[config.mk]
export PLATFORM = sky130hd
export DESIGN_NAME = mmu_feeder
export DESIGN_NICKNAME = d
export VERILOG_FILES = /design/src/rtl/mmu_pkg.sv /design/src/rtl/mmu_feeder_skew_line.sv /design/src/rtl/mmu_feeder.sv
export SDC_FILE = /design/constraint.sdc
export NUM_CORES = 1
export LEC_CHECK = 0
export ABC_AREA = 1
export ABC_CLOCK_PERIOD_IN_PS = 1200
export BUFFER_PORTS_ARGS = -buffer_cell sky130_fd_sc_hd__buf_2
export CAP_MARGIN = 10
export CORE_MARGIN = 3
export CORE_UTILIZATION = 48
export CTS_BUF_LIST = sky130_fd_sc_hd__clkbuf_2 sky130_fd_sc_hd__clkbuf_4 sky130_fd_sc_hd__clkbuf_8
export CTS_CLUSTER_SIZE = 14
export DETAILED_ROUTE_END_ITERATION = 16
export GPL_ROUTABILITY_DRIVEN = 0
export PLACE_DENSITY = 0.9
export SYNTH_ARGS = -nofsm -noshare
export SYNTH_HDL_FRONTEND = slang
export SYNTH_HIERARCHICAL = 1
export SYNTH_SLANG_ARGS = --single-unit
[constraint.sdc]
create_clock -name clk -period 1.2 [get_ports clk]
set_input_delay 0.12 -clock clk [delete_from_list [all_inputs] [get_ports clk]]
set_output_delay 0.12 -clock clk [all_outputs]
set_load 0.005 [all_outputs]
[src/rtl/mmu_pkg.sv]
// Shared constants and types for the MMU front-end feeder.
// The row type packs lane 0 in the least-significant element.
package mmu_pkg;

  localparam int bit_width = 8;
  localparam int acc_width = 32;
  localparam int size      = 4;
  localparam int CNT_W     = (size > 1) ? $clog2(size) : 1;

  typedef enum logic [1:0] {
    IDLE,
    LOAD_WT,
    STREAM,
    DRAIN
  } feeder_state_t;

  typedef logic [size-1:0][bit_width-1:0] row_t;
  typedef logic [bit_width:0]             lane_word_t;

  // {valid, data}; a bubble always carries a zero element so idle lanes read 0
  function automatic lane_word_t pack_lane(input logic vld, input logic [bit_width-1:0] data);
    return {vld, (vld ? data : {bit_width{1'b0}})};
  endfunction

endpackage

[src/rtl/mmu_feeder_skew_line.sv]
// Fixed-depth delay line for one skew lane; valid and data shift as one word.
// Depth 1 is a plain output register.
module skew_line #(
  parameter int DEPTH = 1,
  parameter int WIDTH = 9
) (
  input  logic             clk,
  input  logic             reset,
  input  logic [WIDTH-1:0] i_d,
  output logic [WIDTH-1:0] o_q
);

  logic [WIDTH-1:0] r_stage [DEPTH];

  always_ff @(posedge clk or negedge reset) begin
    if (!reset) begin
      for (int k = 0; k < DEPTH; k++) begin
        r_stage[k] <= '0;
      end
    end else begin
      r_stage[0] <= i_d;
      for (int k = 1; k < DEPTH; k++) begin
        r_stage[k] <= r_stage[k-1];
      end
    end
  end

  assign o_q = r_stage[DEPTH-1];

endmodule

[src/rtl/mmu_feeder.sv]
// Input-side sequencer for the weight-stationary MMU: loads a weight tile,
// then streams diagonally skewed activation rows and drains the skew network.
module mmu_feeder
  import mmu_pkg::*;
(
  input  logic                           clk,
  input  logic                           reset,
  input  logic                           wt_valid,
  output logic                           wt_ready,
  input  logic [size-1:0][bit_width-1:0] wt_row,
  input  logic                           act_valid,
  output logic                           act_ready,
  input  logic [size-1:0][bit_width-1:0] act_row,
  input  logic                           act_last,
  output logic                           control,
  output logic [size-1:0][bit_width-1:0] wt_arr,
  output logic [size-1:0][bit_width-1:0] data_arr,
  output logic [size-1:0]                lane_valid,
  output logic                           busy,
  output logic                           done
);

  feeder_state_t    r_state;
  logic [CNT_W-1:0] r_wt_cnt;
  logic [CNT_W-1:0] r_drain_cnt;
  logic             r_control;
  row_t             r_wt_arr;
  logic             r_wt_ready;
  logic             r_act_ready;
  logic             r_busy;
  logic             r_done;

  logic       w_wt_acc;
  logic       w_act_acc;
  lane_word_t w_lane_in  [size];
  lane_word_t w_lane_out [size];

  assign w_wt_acc  = wt_valid  & r_wt_ready;
  assign w_act_acc = act_valid & r_act_ready;

  // Handshake readiness is registered with the state so the ready outputs
  // never depend combinationally on the valid inputs.
  always_ff @(posedge clk or negedge reset) begin
    if (!reset) begin
      r_state     <= IDLE;
      r_wt_cnt    <= '0;
      r_drain_cnt <= '0;
      r_control   <= 1'b0;
      r_wt_arr    <= '0;
      r_wt_ready  <= 1'b0;
      r_act_ready <= 1'b0;
      r_busy      <= 1'b0;
      r_done      <= 1'b0;
    end else begin
      r_control <= 1'b0;
      r_done    <= 1'b0;
      case (r_state)
        IDLE: begin
          if (wt_valid) begin
            r_state    <= LOAD_WT;
            r_wt_ready <= 1'b1;
            r_busy     <= 1'b1;
            r_wt_cnt   <= '0;
          end
        end
        LOAD_WT: begin
          if (w_wt_acc) begin
            r_control <= 1'b1;
            r_wt_arr  <= wt_row;
            if (r_wt_cnt == CNT_W'(size - 1)) begin
              r_state     <= STREAM;
              r_wt_ready  <= 1'b0;
              r_act_ready <= 1'b1;
            end else begin
              r_wt_cnt <= r_wt_cnt + CNT_W'(1);
            end
          end
        end
        STREAM: begin
          if (w_act_acc && act_last) begin
            r_state     <= DRAIN;
            r_act_ready <= 1'b0;
            r_drain_cnt <= '0;
          end
        end
        DRAIN: begin
          // done lines up with the last lane of the final row leaving the skew
          if (r_drain_cnt == CNT_W'(size - 2)) begin
            r_state <= IDLE;
            r_busy  <= 1'b0;
            r_done  <= 1'b1;
          end else begin
            r_drain_cnt <= r_drain_cnt + CNT_W'(1);
          end
        end
        default: begin
          r_state     <= IDLE;
          r_wt_ready  <= 1'b0;
          r_act_ready <= 1'b0;
          r_busy      <= 1'b0;
        end
      endcase
    end
  end

  always_comb begin
    for (int j = 0; j < size; j++) begin
      w_lane_in[j] = pack_lane(w_act_acc, act_row[j]);
    end
  end

  // Lane j sits behind j+1 registers, producing the diagonal wavefront.
  for (genvar j = 0; j < size; j++) begin : g_lane
    skew_line #(
      .DEPTH(j + 1),
      .WIDTH(bit_width + 1)
    ) u_skew (
      .clk   (clk),
      .reset (reset),
      .i_d   (w_lane_in[j]),
      .o_q   (w_lane_out[j])
    );
    assign data_arr[j]   = w_lane_out[j][bit_width-1:0];
    assign lane_valid[j] = w_lane_out[j][bit_width];
  end

  assign control   = r_control;
  assign wt_arr    = r_wt_arr;
  assign wt_ready  = r_wt_ready;
  assign act_ready = r_act_ready;
  assign busy      = r_busy;
  assign done      = r_done;

endmodule

# --- After elaboration in Yosys (flattened, before gate mapping) ---
# Index checks and enable logic that the tools add are counted.
totals:
  inputBits: 69
  output_inout_bits: 73
  mem_bits_rw: 0
  elab_cells: 82
  mem_bits_ro: 0
  ff_bits: 133
  latchBits: 0
  memories: 0
op_classes:
  n_shift: 0
  n_div: 0
  bitwise_logic: 2
  mux: 31
  order_cmp: 0
  addsub: 2
  reduce_logical: 13
  eq_ne: 12
  mul: 0
ops:
  columns: ["cell", "n"]
  rows:
  - ["8-bit 2-to-1 mux", 4]
  - ["2-bit 2-to-1 mux", 10]
  - ["2-bit inequality test, second input constant", 7]
  - ["4-bit AND reduction", 3]
  - ["1-bit 2-to-1 mux", 11]
  - ["2-bit == test, second input constant", 4]
  - ["2-bit one-hot mux with 2 select lines", 2]
  - ["2-bit one-hot mux with 4 select lines", 1]
  - ["2-bit nonzero test", 4]
  - ["1-bit one-hot mux with 2 select lines", 3]
  - ["3-bit AND reduction", 2]
  - ["5-bit AND reduction", 1]
  - ["2-bit by 1-bit adder with 2-bit output, second input constant", 2]
  - ["1-bit AND", 2]
  - ["2-bit by 1-bit == test with 1-bit output, second input constant", 1]
  - ["2-bit zero test", 1]
  - ["2-bit AND reduction", 1]
  - ["1-bit logical AND", 1]

# --- Logic depth before layout (Yosys ltp) ---
depth:
  ltp_word: 4
  depth_mapped: 9
  depth_no_buf: 9

# --- Modules after synthesis ---
# Netlist, hierarchy kept.
modules_own_cells:
  columns: ["module", "cells_each", "area_per_inst_um2", "n_inst"]
  rows:
  - ["mmu_feeder", 288, 2130.8, 1]
  - ["skew_line at g_lane[3].u_skew", 45, 968.4, 1]
  - ["skew_line at g_lane[2].u_skew", 36, 743.2, 1]
  - ["skew_line at g_lane[1].u_skew", 27, 518.0, 1]
  - ["skew_line at g_lane[0].u_skew", 9, 225.2, 1]

# --- Worst setup path after synthesis ---
# No wires, ideal clock.
synth_path:
  path_type: "reg-to-reg"
  start: "reg r_state[1]"
  end: "reg r_wt_cnt[0]"
  path_stages_with_launch: 8
  setup_ns: 0.122
  t_arrival_ns: 1.134
  setup_slack_ns: -0.056
  period_less_slack_ns: 1.256
  path_cell_list: "dfrtp_1 -> inv_1 -> ha_1 -> buf_4 -> o21ai_1 -> nand2_1 -> nand2_1 -> o21ai_1"
synth_via:
  elab_chain_len: 3
synth_rtl:
  columns: ["element", "line", "rtl"]
  rows:
  - ["start: declaration", "mmu_feeder.sv:23", "feeder_state_t r_state;"]
  - ["start signal: assignment", "mmu_feeder.sv:45", "r_state <= IDLE;"]
  - ["start signal: assignment", "mmu_feeder.sv:60", "r_state <= LOAD_WT;"]
  - ["start signal: assignment", "mmu_feeder.sv:71", "r_state <= STREAM;"]
  - ["2-bit by 1-bit == test with 1-bit output / 2-bit zero test (equally long branches)", "mmu_feeder.sv:57", "case (r_state)"]
  - ["2-bit inequality test (no line) / 2-bit nonzero test (equally long branches)", null, null]
  - ["4-bit AND reduction (no line)", null, null]
  - ["end signal: assignment", "mmu_feeder.sv:75", "r_wt_cnt <= r_wt_cnt + CNT_W'(1);"]
  - ["end: declaration", "mmu_feeder.sv:24", "logic [CNT_W-1:0] r_wt_cnt;"]
# Parallel ways exist; a longest one is shown, timed or not.
# A chain may end at the register's enable or synchronous reset.

# --- Worst setup path after layout ---
layout_path:
  start: "reg r_state[0]"
  end: "reg r_wt_cnt[0]"
# Same word-level chain as after synthesis.

==> impl_metrics.toml <==
[global_routing]
grt_usage = 0.211
overflow = 0
grt_use_met2 = 0.400
grt_use_met1 = 0.208
antenna_found_initial = 0
grt-busiest-layer = "met2"
grt_max_degree = 59
grt_pass1_vias = 3711
met3_usage = 0.0536
grt_pass1_wl_um = 17800

[critical_path]
cp.depth = 8
critPathMaxStageDelay_ns = 0.47
crit_slowest_cell = "dfrtp_2"
r2r-end = "r_wt_cnt[0]"
critical-path-top-cell-by-count = "nand2_2"
crit_start = "r_state[0]"
critPathLaunchType = "flop"
endpoint = "r_wt_cnt[0]"
critPathKind = "reg -> reg"
rr_worst_depth = 8
cp.required_ns = 1.50
crit_arrival_ns = 1.64
worstPathCellList = "ha_4 > buf_6 > inv_2 > nand2_2 > nand2_4 > nand2_2 > nand2_2 > o21ai_2"
r2r-start = "r_state[0]"
cp_top_family = "flip-flops"
worst-path-buf-inv = 2
r2r_setup_slack_ns = -0.14
end_kind = "flop"
cp_max_fo = 5

[place]
hpwlAfterDp_um = 6250
place_area_um2 = 5310
portBuffers = 141

[synthesis]
syn_nets = 481
syn_avg_cell_area_um2 = 11.3
seq_area_frac_synth = 0.726
yosys_warnings = 6
syn_inst = 405
synth-seq-cells = 133
synth_cell_types = 17
synth_area_um2 = 4590

[cts]
worstSkewPairLatency_ns = 0.42
htree_num_levels = 4
cts_tree = "done"
clock-root-buffer = "clkbuf_8"
clockBufferDepth = 2
cts_buffers = 17
clkTransAtPathRegs_ns = 0.08
clkSinkCount = 133

[floorplan]
rows = 35
coreArea_um2 = 9280
start_util = 0.494
fp.dieW_um = 104
dieHeight_um = 104
dieArea_um2 = 10800
ios = 142

[sta]
rsz0062_at_grt = "true"
setup_viol = 34
relSlewSlack = 0.804
slew_violations = 0
hold_violations = 0
fin_skew_ns = 0.0106
tns_ns = -1.30
fmax_mhz = 748
worst_pin_slew_ns = 0.293
post-route-period-util = 1.11
fin_crit_ns = 1.34
postLayoutSetupSlackWorst_ns = -0.138

[power_and_ir_drop]
power_density_nw_per_um2 = 1870
total_power_mw = 12.3
peakVddDrop_uv = 1280
p_leak_nw = 3.79

[final_layout]
seq_area_um2 = 3330
area_growth_pct = 43.3
fillers = 647
layout.nets = 683
finish.utilization = 0.708
drive_gt1_frac = 0.366
fin_area_um2 = 6570
multiInputGateArea_um2 = 968

[routing]
routed_via_density = 4.41
ant_nets = 0
drtIter0Drc = 139
vias = 3309
drc = 0
routedWlPerCell_um = 14.1
first_pass_iters = 4
routed_wl_um = 10600

[run]
maxCapViolations = 0

[run_status]
violations = "negative setup slack"
status = "complete, but fails checks"

[hold_path]
hp-class = "in -> async"
worst min-delay path by stage:
stage | to | slack [ns]
2_1_floorplan | act_ready | -0.18
3_3_place_gp | g_lane[1].u_skew/o_q[5] | 0.003
3_5_place_dp | g_lane[1].u_skew/o_q[7] | 0.01
4_1_cts | g_lane[1].u_skew/o_q[7] | 0.12
5_1_grt | g_lane[1].u_skew/o_q[7] | 0.15
6_report | g_lane[1].u_skew/o_q[7] | 0.15
flip-flops by register name (all words and copies together) (netlist names):
name,flops
r_wt_cnt,2
control,1
g_lane.u_skew/o_q,36
g_lane.u_skew/r_stage,54
done,1
wt_ready,1
r_state,2
wt_arr,32
r_drain_cnt,2
act_ready,1
busy,1
routing by layer:
metal  wire (um)  vias to the layer above  part of all wire
met1        3670                     1576              0.35
met3         445                       31             0.042
li1            -                     1581                 -
met5           0                        -                 0
met4         389                        0             0.037
met2        6090                      121              0.57
area by class of cell:
type,count,share of cell area
multi-input combinational,187,0.147
clock inverter,14,0.0204
sequential,133,0.507
tap,129,0.0246
clock buffer,18,0.0377
antenna,1,0.000381
timing repair buffer,220,0.233
inverter,48,0.0305
cell usage after synthesis (all sizes together):
library cell,number,area [um2]
nand4,1,6.26
dfrtp,133,3330
nor2,33,124
nand2,129,492
inv,48,185
o21ai,9,45.0
ha,7,87.6
or2,1,6.26
nand3,6,30.0
buf,37,277
nor3,1,5.00
cell usage in the layout, fill, tap and decap left out, types with 2 or more instances in the layout:
cell           instances
inv_6                  3
inv_8                  6
nand3_1                5
clkinvlp_4             3
nor2_1                32
buf_2                140
ha_1                   2
nand2_4                8
o21ai_2                3
inv_2                  6
dlygate4sd3_1         65
clkbuf_8              18
buf_12                 4
clkinv_4               2
inv_1                 38
ha_4                   4
o21ai_1                2
inv_4                  3
nand2_1              113
nand2_2                8
buf_4                  7
o21ai_0                3
buf_6                  4
dfrtp_1              132
per-stage QoR:
stage	hold WS (ns)	cells	setup slack, ns
floorplan	-0.176	405	-0.00338
global placement	0.00272	648	-0.113
detailed placement	0.0139	648	-0.251
CTS	0.115	748	-0.0908
global route	0.146	749	-0.192
finish	0.147	750	-0.138
timing repair:
item                       in CTS  in global routing
hold endpoints to repair      197                  0
setup buffers                   2                  1
setup endpoints to repair      41                 41
hold buffers                   65                  0
pin swaps                       8                 12
cloned                          1                  0
gates resized for setup        40                 20
kinds of logic after synthesis:
family | synth area share
flops | 0.726
simple gates | 0.145
fa+ha+maj | 0.0191
compound gates | 0.00982
buf+inv | 0.101
report_power, final:
| part | switching (mW) | total, mW | internal (mW) |
|---|---|---|---|
| Clock | 1.90 | 3.49 | 1.59 |
| Combinational | 1.85 | 3.39 | 1.54 |
| Sequential | 0.359 | 5.41 | 5.05 |
| Total | 4.12 | 12.3 | 8.19 |
No activity file was read; power rests on OpenSTA's default activity.
